**src/rtl/chunked_serial_adder.sv**
```systemverilog
// Multi-cycle adder/subtractor: processes CHUNK bits per clock and ripples the carry
// between cycles. It uses valid/ready handshakes and allows one operation in flight.
module chunked_serial_adder #(
  parameter int WIDTH = 16,
  parameter int CHUNK = 4
) (
  input  logic             clk,
  input  logic             rst,
  input  logic             in_valid,
  output logic             in_ready,
  input  logic [WIDTH-1:0] a,
  input  logic [WIDTH-1:0] b,
  input  logic             cin,
  input  logic             sub,
  output logic             out_valid,
  input  logic             out_ready,
  output logic [WIDTH-1:0] sum,
  output logic             cout,
  output logic             overflow
);

  localparam int NCHUNK = WIDTH / CHUNK;
  localparam int IDX_W  = (NCHUNK > 1) ? $clog2(NCHUNK) : 1;
  localparam logic [IDX_W-1:0] LAST_IDX = IDX_W'(NCHUNK - 1);

  if ((WIDTH % CHUNK) != 0) begin : g_param_check
    $error("chunked_serial_adder: WIDTH must be an integer multiple of CHUNK");
  end

  typedef enum logic [1:0] {
    IDLE,
    CALC,
    DONE
  } state_e;

  state_e             state_q, state_d;
  logic [IDX_W-1:0]   idx_q, idx_d;
  logic [WIDTH-1:0]   a_q, a_d;
  logic [WIDTH-1:0]   b_q, b_d;
  logic               carry_q, carry_d;
  logic [WIDTH-1:0]   partial_q, partial_d;
  logic [WIDTH-1:0]   sum_q, sum_d;
  logic               cout_q, cout_d;
  logic               ovf_q, ovf_d;

  logic [CHUNK-1:0]   a_chunk, b_chunk;
  logic [CHUNK:0]     chunk_sum;
  logic               msb_carry_in;

  assign a_chunk   = a_q[idx_q*CHUNK +: CHUNK];
  assign b_chunk   = b_q[idx_q*CHUNK +: CHUNK];
  assign chunk_sum = {1'b0, a_chunk} + {1'b0, b_chunk} + (CHUNK+1)'(carry_q);
  // The carry into the top bit can be recovered from the top bit's sum: s = a ^ b ^ cin.
  assign msb_carry_in = a_chunk[CHUNK-1] ^ b_chunk[CHUNK-1] ^ chunk_sum[CHUNK-1];

  always_comb begin
    // NOTE: every _d gets its hold value first so no path through the case infers a latch.
    state_d   = state_q;
    idx_d     = idx_q;
    a_d       = a_q;
    b_d       = b_q;
    carry_d   = carry_q;
    partial_d = partial_q;
    sum_d     = sum_q;
    cout_d    = cout_q;
    ovf_d     = ovf_q;

    unique case (state_q)
      IDLE: begin
        if (in_valid) begin
          a_d     = a;
          b_d     = sub ? ~b : b;
          carry_d = sub | cin;
          idx_d   = '0;
          state_d = CALC;
        end
      end
      CALC: begin
        partial_d[idx_q*CHUNK +: CHUNK] = chunk_sum[CHUNK-1:0];
        carry_d = chunk_sum[CHUNK];
        idx_d   = idx_q + 1'b1;
        if (idx_q == LAST_IDX) begin
          sum_d   = partial_d;
          cout_d  = chunk_sum[CHUNK];
          ovf_d   = msb_carry_in ^ chunk_sum[CHUNK];
          state_d = DONE;
        end
      end
      DONE: begin
        if (out_ready) state_d = IDLE;
      end
      default: state_d = IDLE;
    endcase
  end

  always_ff @(posedge clk) begin
    if (rst) begin
      state_q <= IDLE;
      idx_q   <= '0;
      carry_q <= 1'b0;
      sum_q   <= '0;
      cout_q  <= 1'b0;
      ovf_q   <= 1'b0;
    end else begin
      state_q <= state_d;
      idx_q   <= idx_d;
      carry_q <= carry_d;
      sum_q   <= sum_d;
      cout_q  <= cout_d;
      ovf_q   <= ovf_d;
    end
  end

  // NOTE: operand and partial registers are left unreset because each accept reloads them before use.
  always_ff @(posedge clk) begin
    a_q       <= a_d;
    b_q       <= b_d;
    partial_q <= partial_d;
  end

  assign in_ready  = (state_q == IDLE);
  assign out_valid = (state_q == DONE);
  assign sum       = sum_q;
  assign cout      = cout_q;
  assign overflow  = ovf_q;

endmodule

```
**config.mk**
```make
export PLATFORM = sky130hd
export DESIGN_NAME = chunked_serial_adder
export DESIGN_NICKNAME = d
export VERILOG_FILES = /design/src/rtl/chunked_serial_adder.sv
export SDC_FILE = /design/constraint.sdc
export NUM_CORES = 1
export LEC_CHECK = 0
export ABC_AREA = 1
export CORE_MARGIN = 4
export CORE_UTILIZATION = 50
export DETAILED_ROUTE_END_ITERATION = 12
export HOLD_SLACK_MARGIN = 0.12
export PLACE_DENSITY = 0.86
export SETUP_SLACK_MARGIN = 0.2
export SLEW_MARGIN = 0
export SYNTH_ARGS = -nofsm -noshare
export SYNTH_HDL_FRONTEND = slang
export SYNTH_SLANG_ARGS = --single-unit
```
**constraint.sdc**
```tcl
create_clock -name clk -period 3.1 [get_ports clk]
set_input_delay 0.31 -clock clk [delete_from_list [all_inputs] [get_ports clk]]
set_output_delay 0.31 -clock clk [all_outputs]
set_load 0.02 [all_outputs]
```
== Word-level counts from Yosys, hierarchy flattened ==
Index checks and enable logic that the tools add are counted.

* Add/subtract/negate cells: 4
* Equal/unequal tests: 6
* Shifts and indexed selects: 4
* Mux-type cells: 10
* Bitwise gates (word level): 5
* Reductions and logical operators: 6

{| class="wikitable"
|+ Operator list
! operator !! count
|-
| $neg 4->34 || 1
|-
| $shift 4x34->16 const A || 1
|-
| $shiftx 4x34->16 || 1
|-
| $shiftx 16x5->4 || 2
|-
| $bwmux 16 || 1
|-
| $mux 16 || 1
|-
| $not 16->16 || 1
|-
| $mux 2 || 4
|-
| $pmux 2 s3 || 1
|-
| $reduce_and 2->1 || 3
|-
| $add 4x4->5 || 1
|-
| $add 5x1->5 || 1
|-
| $eq 2x2->1 const B || 2
|-
| $ne 2x2->1 const B || 2
|-
| $pmux 2 s2 || 1
|-
| $reduce_and 3->1 || 1
|-
| $xor 1x1->1 || 3
|-
| $add 2x1->2 const B || 1
|-
| $eq 2x1->1 const B || 1
|-
| $logic_not 2->1 || 1
|-
| $ne 2x1->1 const B || 1
|-
| $pmux 1 s2 || 1
|-
| $reduce_bool 2->1 || 1
|-
| $mux 1 || 1
|-
| $or 1x1->1 || 1
|}

* Flip-flop bits (word level): 71
* Bits of input ports: 38
* Output and inout bits: 20
* Logic and storage cells: 44

== Logic depth before layout (Yosys ltp) ==
* Depth after elaboration: 5
* Gate-level depth with buffers: 14
* Mapped depth without buffers: 13

== Least setup slack after synthesis ==
OpenSTA, ideal clock, no wires.

* Path kind: register -> register
* Start point: register idx_q[1]
* End point: register partial_q[6] (data pin)
* Setup time: 262 ps
* Arrival time: 2,256 ps
* Data required time: 2,838 ps
* Path slack: 582 ps
* Stages on the path, launching flop included: 12
* Path buffers: 1
* Period minus slack after synthesis: 2,518 ps
* Cells stage by stage: dfxtp_1 -> clkbuf_1 -> inv_1 -> o21ai_0 -> o22ai_1 -> fa_1 -> fa_1 -> xor2_2 -> nand2_2 -> nor2_2 -> nand2_1 -> o21ai_0

* Longest elaborated chain between the ends: 5
* Elaborated cells on any way between the ends: 8
* Those cells by class: add/sub (3); shift (4); mux (1)

{| class="wikitable"
|+ Ends and longest elaborated chain
! item !! line !! text
|-
| start, declared || 37 || <nowiki>logic [IDX_W-1:0] idx_q, idx_d;</nowiki>
|-
| start signal, assigned || 106 || <nowiki>idx_q <= idx_d;</nowiki>
|-
| $shiftx 16x5->4, on equally long branches || 50, 51 ||
|-
| $add 4x4->5 || 52 || <nowiki>assign chunk_sum = {1'b0, a_chunk} + {1'b0, b_chunk} + (CHUNK+1)'(carry_q);</nowiki>
|-
| $add 5x1->5 || 52 ||
|-
| $shiftx 4x34->16 || 79 || <nowiki>partial_d[idx_q*CHUNK +: CHUNK] = chunk_sum[CHUNK-1:0];</nowiki>
|-
| $bwmux 16 (*) || 79 ||
|-
| end signal, assigned || 118 || <nowiki>partial_q <= partial_d;</nowiki>
|-
| end, declared || 41 || <nowiki>logic [WIDTH-1:0] partial_q, partial_d;</nowiki>
|}

Every way passes the cells marked *; elsewhere a longest branch is shown, timed or not.
A chain may end at the register's enable or synchronous reset.

== Worst setup path in the final report ==
* Start point: register idx_q[0]
* End point: register ovf_q, in the netlist overflow

* Longest elaborated chain between the ends: 5
* Elaborated cells on any way between the ends: 9
* Those cells by class: add/sub (2); eq/ne (1); shift (2); bitwise (3); reduce/logical (1)

{| class="wikitable"
|+ Ends and longest elaborated chain
! item !! line !! text
|-
| $shiftx 16x5->4, on equally long branches || 50, 51 ||
|-
| $add 4x4->5 || 52 ||
|-
| $add 5x1->5 || 52 ||
|-
| $xor 1x1->1 || 54 || <nowiki>assign msb_carry_in = a_chunk[CHUNK-1] ^ b_chunk[CHUNK-1] ^ chunk_sum[CHUNK-1];</nowiki>
|-
| $xor 1x1->1 || 85 || <nowiki>ovf_d = msb_carry_in ^ chunk_sum[CHUNK];</nowiki>
|-
| end signal, assigned || 110 || <nowiki>ovf_q <= ovf_d;</nowiki>
|-
| end, declared || 44 || <nowiki>logic ovf_q, ovf_d;</nowiki>
|}

Several ways; a longest one is shown, not always the timed one.

==> impl_metrics.tcl <==
set metrics [dict create \
    setup-tns-final_ns 0 \
    fin_crit_ns 2.54 \
    stdcell_area_mm2 0.00409 \
    initialDrtViolationCount 161 \
    cts_tree "yes" \
    synth-seq-cells 71 \
    layout-drive-gt1-share_pct 8.42 \
    start_util_pct 51.7 \
    startpoint_type "register" \
    placed_area_mm2 0.00391 \
    synth_top_area_cell "edfxtp_1" \
    arrival_ns 2.78 \
    path_class "reg2reg" \
    synth_area_leaders "edfxtp_1 44%, dfxtp_1 14%, o21ai_0 4.6%, inv_1 4.5%, nand2_1 4.3%" \
    syn_to_final_growth_pct 24.6 \
    synth_top_family_by_area "compound AO/OA/AOI/OAI gates" \
    firstDrtPassIters 4 \
    startpoint "idx_q[0]" \
    dieArea_mm2 0.00793 \
    port_buffers 57 \
    synth_compound_area_share_pct 14.2 \
    cts_hold_buf 0 \
    drc 0 \
    netlist_instances 314 \
    path_delay_family "adder cells" \
    fin_crit_sh_pct 82.0 \
    cts_setup_buffers 0 \
    vias 2369 \
    vias_per_cell 5.18 \
    synthesis.area_mm2 0.00328 \
    cap_violations 0 \
    gp_congestion 0.839 \
    grt_use_met1_pct 19.0 \
    relSlewSlack_pct 44.4 \
    synth_edf_count 48 \
    htree_levels 3 \
    root_buffer "clkbuf_8" \
    rows 29 \
    use_met2_pct 30.5 \
    synthMuxAreaShare_pct 0 \
    yosys_warnings 0 \
    holdWs_ns 0.522 \
    endpoint_kind "register" \
    yosysTopAreaCellShare_pct 43.9 \
    synth_xor_area_share_pct 4.76 \
    async_reset_ff_share_pct 0 \
    fp.dieW_um 89.0 \
    setup_viol 0 \
    ctsResizeCount 0 \
    grt_usage_pct 17.1 \
    peakVddDrop_v 0.000283 \
    finalHoldViolations 0 \
    antenna_found_initial 0 \
    clockBufferDepth 2 \
    timing.fmax_mhz 393 \
    post-place-ws_ns 0.593 \
    crit_buf_inv 3 \
    crit_slowest_cell "fa_1" \
    crit_chain "inv_2 -> o21ai_0 -> o22ai_1 -> fa_1 -> fa_1 -> a21oi_1 -> nor2_1 -> nor2_1 -> inv_1 -> nand3_1 -> nand3_1 -> nand2_1 -> inv_1" \
    grt_pass1_vias 2322 \
    status "finished, final reports clean" \
    setup_ws_ns 0.558 \
    ys_seq_area_share_pct 57.9 \
    clk_pin_slew_ns 0.07 \
    skew_ns 0.0101 \
    dp_hpwl_mm 4.55 \
    path_max_fanout 23 \
    cellLeakagePower_nw 1.69 \
    synthAdderAreaFrac_pct 4.65 \
    routedWlPerCell_um 13.6 \
    clkLatencyLatePin_ns 0.34 \
    diodes 0 \
    final-max-slew-violation-count 0 \
    rsz0062_at_grt "false" \
    yosys.cell_types.count 33 \
    reg2reg_from "idx_q[0]" \
    nets 424 \
    required_ns 3.34 \
    io_pins 58 \
    cpPeakStageDelay_ns 0.46 \
    powerDensity_mw_per_mm2 528 \
    grt_start_max_net_pins 36 \
    postSynthAreaPerCell_um2 10.5 \
    grt_busiest_layer "met2" \
    die_height_um 89.0 \
    worstMarginPinSlew_ns 0.832 \
    grt.met3_usage_pct 5.71 \
    core_mm2 0.00635 \
    hold_class "in2reg" \
    overflow 0 \
    holdCritStartpoint "a[9]" \
    drt_wl_total_mm 6.23 \
    antenna_left 0 \
    cts_buffers 9 \
    grt_pass1_wl_mm 10.2 \
    yosys.area_share.simple_pct 11.2 \
    syn_nets 363 \
    synth-main-ff-cell "edfxtp_1" \
    cts.sinks 71 \
]
==> power by group <==
group / switching, mW / leakage, nW / internal, mW
logic: 0.217 / 0.960 / 0.146
clock network: 0.323 / 0.0880 / 0.369
registers: 0.0179 / 0.645 / 1.09
==> logic make-up (layout without fill, tap and decap cells) <==
family          Yosys count  in the layout
buf+inv                  54            120
fa+ha+maj                11             11
xor+xnor                 17             17
simple gates             84             84
compound gates           77             77
flops                    71             71
==> cell type report <==
class                           count  area [um2]
Clock inverter                      4        46.3
Timing Repair Buffer               61         601
Fill cell                         519        2260
Inverter                           43         164
Tap cell                           77        96.3
Sequential cell                    71        1900
Clock buffer                       12         135
Multi-Input combinational cell    189        1150
==> registers in the layout (all words and copies together) (netlist names) <==
signal / flops
b_q: 16
sum: 16
partial_q: 16
carry_q: 1
cout: 1
idx_q: 2
overflow: 1
state_q: 2
a_q: 16
==> layout by cell type (no fill, tap or decap), drive strengths merged, types with 8 or more instances in the layout <==
cell           netlist  layout
clkdlybuf4s50        0      57
edfxtp              48      48
inv                 43      43
o21ai               42      42
nand2               41      41
nor2                27      27
dfxtp               23      23
xor2                17      17
o21a                16      16
nand3               12      12
clkbuf               3      12
ha                   9       9
o22ai                8       8
==> per-stage QoR <==
stage | instances | utilization (%) | total power, mW
6_report | 457 | 64.4 | 2.16
2_1_floorplan | 314 | - | 1.37
5_1_grt | 457 | 64.4 | 2.27
3_3_place_gp | 441 | 61.6 | 1.47
4_1_cts | 457 | 64.4 | 2.18
3_5_place_dp | 441 | 61.6 | 1.49
==> Yosys cell counts, types with 2 or more instances <==
master,count
fa_1,2
nand2_1,38
inv_1,39
o21bai_1,2
buf_4,4
buf_2,2
o211ai_2,2
o21ai_0,30
nor2_1,25
o21ai_1,10
inv_2,3
dfxtp_1,23
buf_6,2
clkbuf_1,3
a21oi_1,5
o21a_1,16
edfxtp_1,48
xor2_1,16
o21ai_2,2
nand2_2,2
nand4_1,2
nand3_1,12
ha_1,9
o22ai_1,8
==> path summary, 6_finish.rpt <==
check / endpoint / slack [ns] / cells after the start
worst max-delay path: overflow / 0.56 / 13
worst min register to register: carry_q / 0.52 / 2
worst max register to register: overflow / 0.56 / 13
worst min-delay path: a_q[9] / 0.52 / 1
==> metal layers <==
layer	share of wire, %	vias up
li1	-	1179
met1	41	1105
met2	52	73
met3	5.7	12
met4	1.8	0
met5	0	-
(Power assumes the default switching activity.)
